**src/rtl/regfile_pkg.sv**
```systemverilog
// Shared widths and operand types for the register file and its read ports.
package regfile_pkg;

    localparam int DEF_DATA_W   = 16;
    localparam int DEF_ADDR_W   = 3;
    localparam int DEF_NUM_REGS = 1 << DEF_ADDR_W;

    typedef logic [DEF_ADDR_W-1:0] reg_addr_t;
    typedef logic [DEF_DATA_W-1:0] reg_data_t;

endpackage : regfile_pkg

```
**src/rtl/regfile_read_port.sv**
```systemverilog
// One combinational read port: storage lookup with write-to-read bypass,
// busy lookup from the scoreboard, and the hard-wired zero register.
module regfile_read_port
    import regfile_pkg::*;
#(
    parameter int DATA_W   = DEF_DATA_W,
    parameter int ADDR_W   = DEF_ADDR_W,
    parameter int NUM_REGS = DEF_NUM_REGS,
    parameter bit ZERO_REG = 1'b0
) (
    input  logic [DATA_W-1:0]   regs_i [NUM_REGS],
    input  logic [NUM_REGS-1:0] busy_i,
    input  logic [ADDR_W-1:0]   select_i,
    input  logic                wr_en_i,
    input  logic [ADDR_W-1:0]   wr_addr_i,
    input  logic [DATA_W-1:0]   wr_data_i,
    output logic [DATA_W-1:0]   data_o,
    output logic                busy_o
);

    // Resolve operand: zero register first, then bypass, else storage.
    always_comb begin
        // NOTE: combinational blocks use blocking '=' and assign every output a
        // default first, so no path through the block leaves a latch behind.
        data_o = regs_i[select_i];
        busy_o = busy_i[select_i];
        if (ZERO_REG && (select_i == '0)) begin
            data_o = '0;
            busy_o = 1'b0;
        end else if (wr_en_i && (wr_addr_i == select_i)) begin
            // The writeback value arrives this cycle, so the operand is ready.
            data_o = wr_data_i;
            busy_o = 1'b0;
        end
    end

endmodule : regfile_read_port

```
**src/rtl/register_file_sb.sv**
```systemverilog
// Register file with one write port, two bypassed read ports (x, y) and a
// per-register busy scoreboard tracking in-flight producers.
module register_file_sb
    import regfile_pkg::*;
#(
    parameter int DATA_W   = DEF_DATA_W,
    parameter int ADDR_W   = DEF_ADDR_W,
    parameter int NUM_REGS = DEF_NUM_REGS,
    parameter bit ZERO_REG = 1'b0
) (
    input  logic              clock,
    input  logic              reset,
    input  logic              wr_en,
    input  logic [ADDR_W-1:0] wr_addr,
    input  logic [DATA_W-1:0] wr_data,
    input  logic              rsv_en,
    input  logic [ADDR_W-1:0] rsv_addr,
    input  logic              flush,
    input  logic [ADDR_W-1:0] x_select,
    input  logic [ADDR_W-1:0] y_select,
    output logic [DATA_W-1:0] x_data,
    output logic [DATA_W-1:0] y_data,
    output logic              x_busy,
    output logic              y_busy
);

    logic [DATA_W-1:0]   regs_q [NUM_REGS];
    logic [DATA_W-1:0]   regs_d [NUM_REGS];
    logic [NUM_REGS-1:0] busy_q;
    logic [NUM_REGS-1:0] busy_d;

    logic wr_allowed;
    logic rsv_allowed;

    // Address 0 is inert for writes and reserves when it is the zero register.
    assign wr_allowed  = wr_en  && !(ZERO_REG && (wr_addr  == '0));
    assign rsv_allowed = rsv_en && !(ZERO_REG && (rsv_addr == '0)) && !flush;

    // Next state: write clears busy, a reserve then sets it (new producer wins),
    // and a flush clears every busy bit while still letting the write land.
    always_comb begin
        regs_d = regs_q;
        busy_d = busy_q;
        if (wr_allowed) begin
            regs_d[wr_addr] = wr_data;
            busy_d[wr_addr] = 1'b0;
        end
        if (rsv_allowed) begin
            busy_d[rsv_addr] = 1'b1;
        end
        if (flush) begin
            busy_d = '0;
        end
    end

    // State registers with synchronous reset overriding all other requests.
    always_ff @(posedge clock) begin
        // NOTE: sequential state uses non-blocking '<=' so every register
        // samples the pre-edge values regardless of statement order.
        if (reset) begin
            // NOTE: the storage array is reset explicitly because software
            // relies on registers reading 0 after reset; this keeps it in flops.
            for (int i = 0; i < NUM_REGS; i++) begin
                regs_q[i] <= '0;
            end
            busy_q <= '0;
        end else begin
            regs_q <= regs_d;
            busy_q <= busy_d;
        end
    end

    regfile_read_port #(
        .DATA_W  (DATA_W),
        .ADDR_W  (ADDR_W),
        .NUM_REGS(NUM_REGS),
        .ZERO_REG(ZERO_REG)
    ) u_port_x (
        .regs_i   (regs_q),
        .busy_i   (busy_q),
        .select_i (x_select),
        .wr_en_i  (wr_en),
        .wr_addr_i(wr_addr),
        .wr_data_i(wr_data),
        .data_o   (x_data),
        .busy_o   (x_busy)
    );

    regfile_read_port #(
        .DATA_W  (DATA_W),
        .ADDR_W  (ADDR_W),
        .NUM_REGS(NUM_REGS),
        .ZERO_REG(ZERO_REG)
    ) u_port_y (
        .regs_i   (regs_q),
        .busy_i   (busy_q),
        .select_i (y_select),
        .wr_en_i  (wr_en),
        .wr_addr_i(wr_addr),
        .wr_data_i(wr_data),
        .data_o   (y_data),
        .busy_o   (y_busy)
    );

endmodule : register_file_sb

```
**config.mk**
```make
export PLATFORM = sky130hd
export DESIGN_NAME = register_file_sb
export DESIGN_NICKNAME = d
export VERILOG_FILES = /design/src/rtl/regfile_pkg.sv /design/src/rtl/regfile_read_port.sv /design/src/rtl/register_file_sb.sv
export SDC_FILE = /design/constraint.sdc
export NUM_CORES = 1
export LEC_CHECK = 0
export CORE_ASPECT_RATIO = 1.2
export CORE_MARGIN = 3
export CORE_UTILIZATION = 63
export DETAILED_ROUTE_END_ITERATION = 8
export HOLD_SLACK_MARGIN = 0.06
export PLACE_DENSITY = 0.85
export SYNTH_ARGS = -nofsm -noshare
export SYNTH_HDL_FRONTEND = slang
export SYNTH_SLANG_ARGS = --single-unit
```
**constraint.sdc**
```tcl
create_clock -name clock -period 5.6 [get_ports clock]
set_input_delay 1.12 -clock clock [delete_from_list [all_inputs] [get_ports clock]]
set_output_delay 1.12 -clock clock [all_outputs]
set_load 0.02 [all_outputs]
```
## Word-level counts from Yosys, hierarchy flattened

Cells that the tools add are included.

- Input bits: 33
- Flip-flop bits (word level): 136
- Output and inout bits: 34

- Multiplexer cells: 23
- $lt $le $gt $ge: 10
- Reduce and logical (&&, ||, !) cells: 8
- Bitwise operators: 6
- Equality and inequality tests: 2

Operator list:

| cell | count |
|---|---|
| $bwmux W128 | 1 |
| $mux W16 | 7 |
| $bmux W16 S3 | 2 |
| $demux W16 S3 | 1 |
| $lt A3 B4 Y1 const B | 4 |
| $mux W8 | 2 |
| $ge A4 B4 Y1 const B | 3 |
| $not A3 Y4 | 3 |
| $and A8 B8 Y8 | 1 |
| $not A8 Y8 | 1 |
| $or A8 B8 Y8 | 1 |
| $bmux W1 S3 | 2 |
| $demux W1 S3 | 2 |
| $eq A3 B3 Y1 | 2 |
| $ge A3 B1 Y1 const B | 2 |
| $logic_and A1 B1 Y1 | 6 |
| $mux W1 | 6 |
| $lt A4 B1 Y1 const B | 1 |
| $reduce_or A2 Y1 | 1 |
| $logic_not A1 Y1 | 1 |

## Longest topological paths before layout

- Word-level depth: 9
- Mapped depth: 6
- Gate-level depth less buffers: 3

## Cells and area by module

From an unflattened synthesis, not the netlist that was laid out.

- Cell total of the unflattened synthesis: 650
- Area total of the unflattened synthesis: 8035.2 um^2

By module, submodules not included:

| module | times used | area each (um^2) | cells an instance |
|---|---|---|---|
| register_file_sb | 1 | 5390.2 | 484 |
| regfile_read_port | 2 | 1322.5 | 83 |

## Worst setup path before layout

OpenSTA, ideal clock, no wires.

- Kind: input port to output port
- From: input port y_select[1]
- To: output port y_data[8]
- Arrival: 2.556 ns
- Path buffers: 2
- Required time: 4.480 ns
- Cell stages on the path: 5
- Path slack: 1.924 ns
- Cells stage by stage: buf_2 clkbuf_1 mux4_2 mux2_2 mux2_2

- Longest elaborated chain between the ends: 5

RTL lines:

| item | line | source |
|---|---|---|
| from (decl) | register_file_sb.sv:20 | `input logic [ADDR_W-1:0] y_select,` |
| $not A3 Y4 (not written as such) | regfile_read_port.sv:25 | `data_o = regs_i[select_i];` |
| $bmux W16 S3 | regfile_read_port.sv:25 |  |
| $mux W16 (not written as such) (2 in a row) | regfile_read_port.sv:25 |  |
| $mux W16 * | regfile_read_port.sv:30 | `end else if (wr_en_i && (wr_addr_i == select_i)) begin` |
| to (decl) | register_file_sb.sv:22 | `output logic [DATA_W-1:0] y_data,` |

Mark *: on every way between the ends. The rest lies on a longest branch, timed or not. The select of a mux whose other input is x is not followed.

## Worst setup path in the final report

- From: input port x_select[1]
- To: output port x_data[2]

- Longest elaborated chain between the ends: 5

RTL lines:

| item | line | source |
|---|---|---|
| from (decl) | register_file_sb.sv:19 | `input logic [ADDR_W-1:0] x_select,` |
| $not A3 Y4 (not written as such) | regfile_read_port.sv:25 |  |
| $bmux W16 S3 | regfile_read_port.sv:25 |  |
| $mux W16 (not written as such) (2 in a row) | regfile_read_port.sv:25 |  |
| $mux W16 * | regfile_read_port.sv:30 |  |
| to (decl) | register_file_sb.sv:21 | `output logic [DATA_W-1:0] x_data,` |

Marks and branches as above.

==> out/metrics.yaml <==
power:
  p_leak_nw: 3.35
  seq_power_share_pct: 41.7
  max-vdd-ir-drop_mv: 0.265
  p_comb_share_pct: 12.0
  internal_power_w: 0.00180
  powerDensity_mw_per_mm2: 271
  p_sw_share_pct: 25.0
  p_clk_share_pct: 46.3
  power_switching_w: 0.000602
global_route:
  grt_pass1_vias: 6886
  grt_usage_pct: 35.4
  antenna_found_initial: 0
  grt_util_met2_pct: 58.1
  grt_pass1_wl_mm: 36.5
  use_met3_pct: 9.67
  busiest_layer: "met2"
  grt_overflow: 0
  grt_use_met1_pct: 41.9
  grt_max_degree: 89
setup_path:
  start_kind: "primary input"
  crit_type: "primary input to output pin"
  critPathSlowestCell: "clkdlybuf4s50_1"
  worst_setup_path_end_kind: "output pin"
  rr_worst_depth: 2
  crit_fanout: 11
  cp.required_ps: 4480
  slowest_delay_ps: 960
  cp.arrival_ps: 3790
  path_cells: "clkdlybuf4s50_1 > mux4_2 > mux2_2 > mux2_2 > clkdlybuf4s50_1"
synthesis:
  syn_nets: 819
  yosysSeqAreaShare_pct: 35.8
  syn_avg_cell_area_sq_um: 9.68
  yosys.cell_types.count: 30
  synth_area_sq_mm: 0.00760
  syn_inst: 786
  yosys_warnings: 0
  ys_ff_latch: 136
placement:
  dp_slack_ps: 717
  port_buffers: 66
  dpl.hpwl_mm: 14.2
  place_congestion: 0.828
hold_path:
  min_path_type: "flop to flop"
  hold_depth: 2
timing:
  tns_ps: 0
  holdWs_ps: 468
  fmax_mhz: 204
  setup_viol: 0
  fin_crit_ps: 4910
  post-route-period-util_pct: 87.7
  rsz0062_at_grt: "false"
  postLayoutSetupSlackWorst_ps: 689
  tightest_slew_ps: 1350
  slew_headroom_pct: 9.66
  finClkSkew_ps: 0
  maxSlewViolCount: 0
  finalHoldViolCount: 0
clocking:
  clkTransAtPathRegs_ps: 60
  htreeDepth: 4
  numCtsBuffers: 17
  cts_sinks: 136
  post_cts_resized: 0
  clk_root_buffer_cell: "clkbuf_16"
  cts_tree: "done"
  clock_path_buffers: 2
  post_cts_buffers: 0
  insertion_delay_ps: 420
  cts_hold_buffers: 0
floorplanning:
  ios: 67
  die_h_microns: 126
  fp.dieW_microns: 106
  num_rows: 43
  coreArea_sq_mm: 0.0117
  initial_core_util_pct: 65.1
  dieArea_sq_mm: 0.0134
detailed_routing:
  drc_errors: 0
  post_drt_wl_per_cell_microns: 24.4
  ant_nets: 0
  viasPerCell: 6.98
  initialDrtViolationCount: 775
  num_vias: 6843
  drt_first_pass_iters: 6
  drt-total-wl_mm: 23.9
cells_and_area:
  syn_to_final_growth_pct: 16.6
  area.sequential_sq_mm: 0.00272
  fill_cells: 738
  drive_gt1_share_pct: 18.1
  multiInputGateArea_sq_mm: 0.00449
  final_common_cell: "nand2_1"
  final_cell_mix: "nand2_1, dfxtp_1, a21oi_1"
  n_antenna_cell: 0
  final_nets: 844
  fin_util_pct: 75.9
run_status:
  status: "complete, no violations"
flow_run:
  cap_violations: 0
sequential cells by signal, indices dropped and copies added (netlist names):
register	count
busy_q	8
regs_q	128
layer usage:
metal / wire length, microns / vias to the layer above
met5: 0 / -
li1: - / 2860
met3: 3110 / 134
met2: 11600 / 598
met1: 7970 / 3251
met4: 1190 / 0
cells in the mapped netlist:
| library cell | instances | share of area, % |
|---|---|---|
| mux4_1 | 48 | 17 |
| nand4_1 | 2 | 0.16 |
| buf_4 | 2 | 0.20 |
| nor4b_2 | 1 | 0.20 |
| and2_1 | 2 | 0.16 |
| nor4bb_1 | 3 | 0.39 |
| buf_6 | 10 | 1.5 |
| nor2_1 | 9 | 0.44 |
| mux4_2 | 20 | 5.9 |
| buf_1 | 1 | 0.049 |
| nand4bb_1 | 3 | 0.44 |
| a32oi_1 | 2 | 0.23 |
| nor3b_1 | 1 | 0.099 |
| and4b_1 | 3 | 0.39 |
| or2_2 | 1 | 0.082 |
| nand4_2 | 1 | 0.16 |
| a22oi_1 | 6 | 0.59 |
| dfxtp_1 | 136 | 36 |
| a21oi_1 | 128 | 8.4 |
| or4b_1 | 1 | 0.13 |
| nand2_1 | 256 | 13 |
| nor2b_1 | 2 | 0.16 |
| xnor2_1 | 6 | 0.69 |
| clkbuf_1 | 59 | 2.9 |
| and3b_1 | 1 | 0.12 |
| mux2_2 | 56 | 8.3 |
| buf_2 | 12 | 0.79 |
| mux2_4 | 10 | 2.0 |
| and4_1 | 1 | 0.12 |
| nand4b_1 | 3 | 0.35 |
cell families after synthesis:
kind of cell / Yosys count / synth area share [%]
AND/OR/NAND/NOR: 290 / 16.1
XOR/XNOR: 6 / 0.691
AO/OA/AOI/OAI: 136 / 9.25
multiplexers: 134 / 32.8
flip-flops: 136 / 35.8
buffers and inverters: 84 / 5.43
power groups by stage:
stage,clock network (W),registers (W),logic [W]
global placement,0,0.00102,0.000271
floorplan,0,0.00102,0.000185
global route,0.00115,0.00100,0.000300
detailed placement,0,0.00102,0.000278
finish,0.00111,0.00100,0.000289
CTS,0.00111,0.00100,0.000282
worst max-delay path, delay by kind of cell:
kind,cells,cell delay (ps)
multiplexers,3,1140
buffers and inverters,2,1510
through the flow:
stage,area [sq um],instances,power [W]
5_1_grt,8860,980,0.00246
4_1_cts,8860,980,0.00240
3_3_place_gp,8270,949,0.00129
3_5_place_dp,8270,949,0.00130
2_1_floorplan,7600,786,0.00120
6_report,8860,980,0.00241
area by class of cell:
cell class                      instances  share of cell area [%]
Sequential cell                       136                    30.7
Tap cell                              157                    2.22
Multi-Input combinational cell        566                    50.6
Clock inverter                         10                    1.37
Clock buffer                           21                    5.31
Timing Repair Buffer                   90                    9.77
worst paths after layout:
| kind | from | slack (ps) | end |
|---|---|---|---|
| hold / removal | regs_q[0]$_SDFFE_PP0P_ | 470 | regs_q[0]$_SDFFE_PP0P_ |
| setup reg to reg | regs_q[96]$_SDFFE_PP0P_ | 4840 | regs_q[96]$_SDFFE_PP0P_ |
| setup / recovery | x_select[1] | 690 | x_data[2] |
| hold reg to reg | regs_q[0]$_SDFFE_PP0P_ | 470 | regs_q[0]$_SDFFE_PP0P_ |
Note: power is estimated with default switching activity, not from simulation.
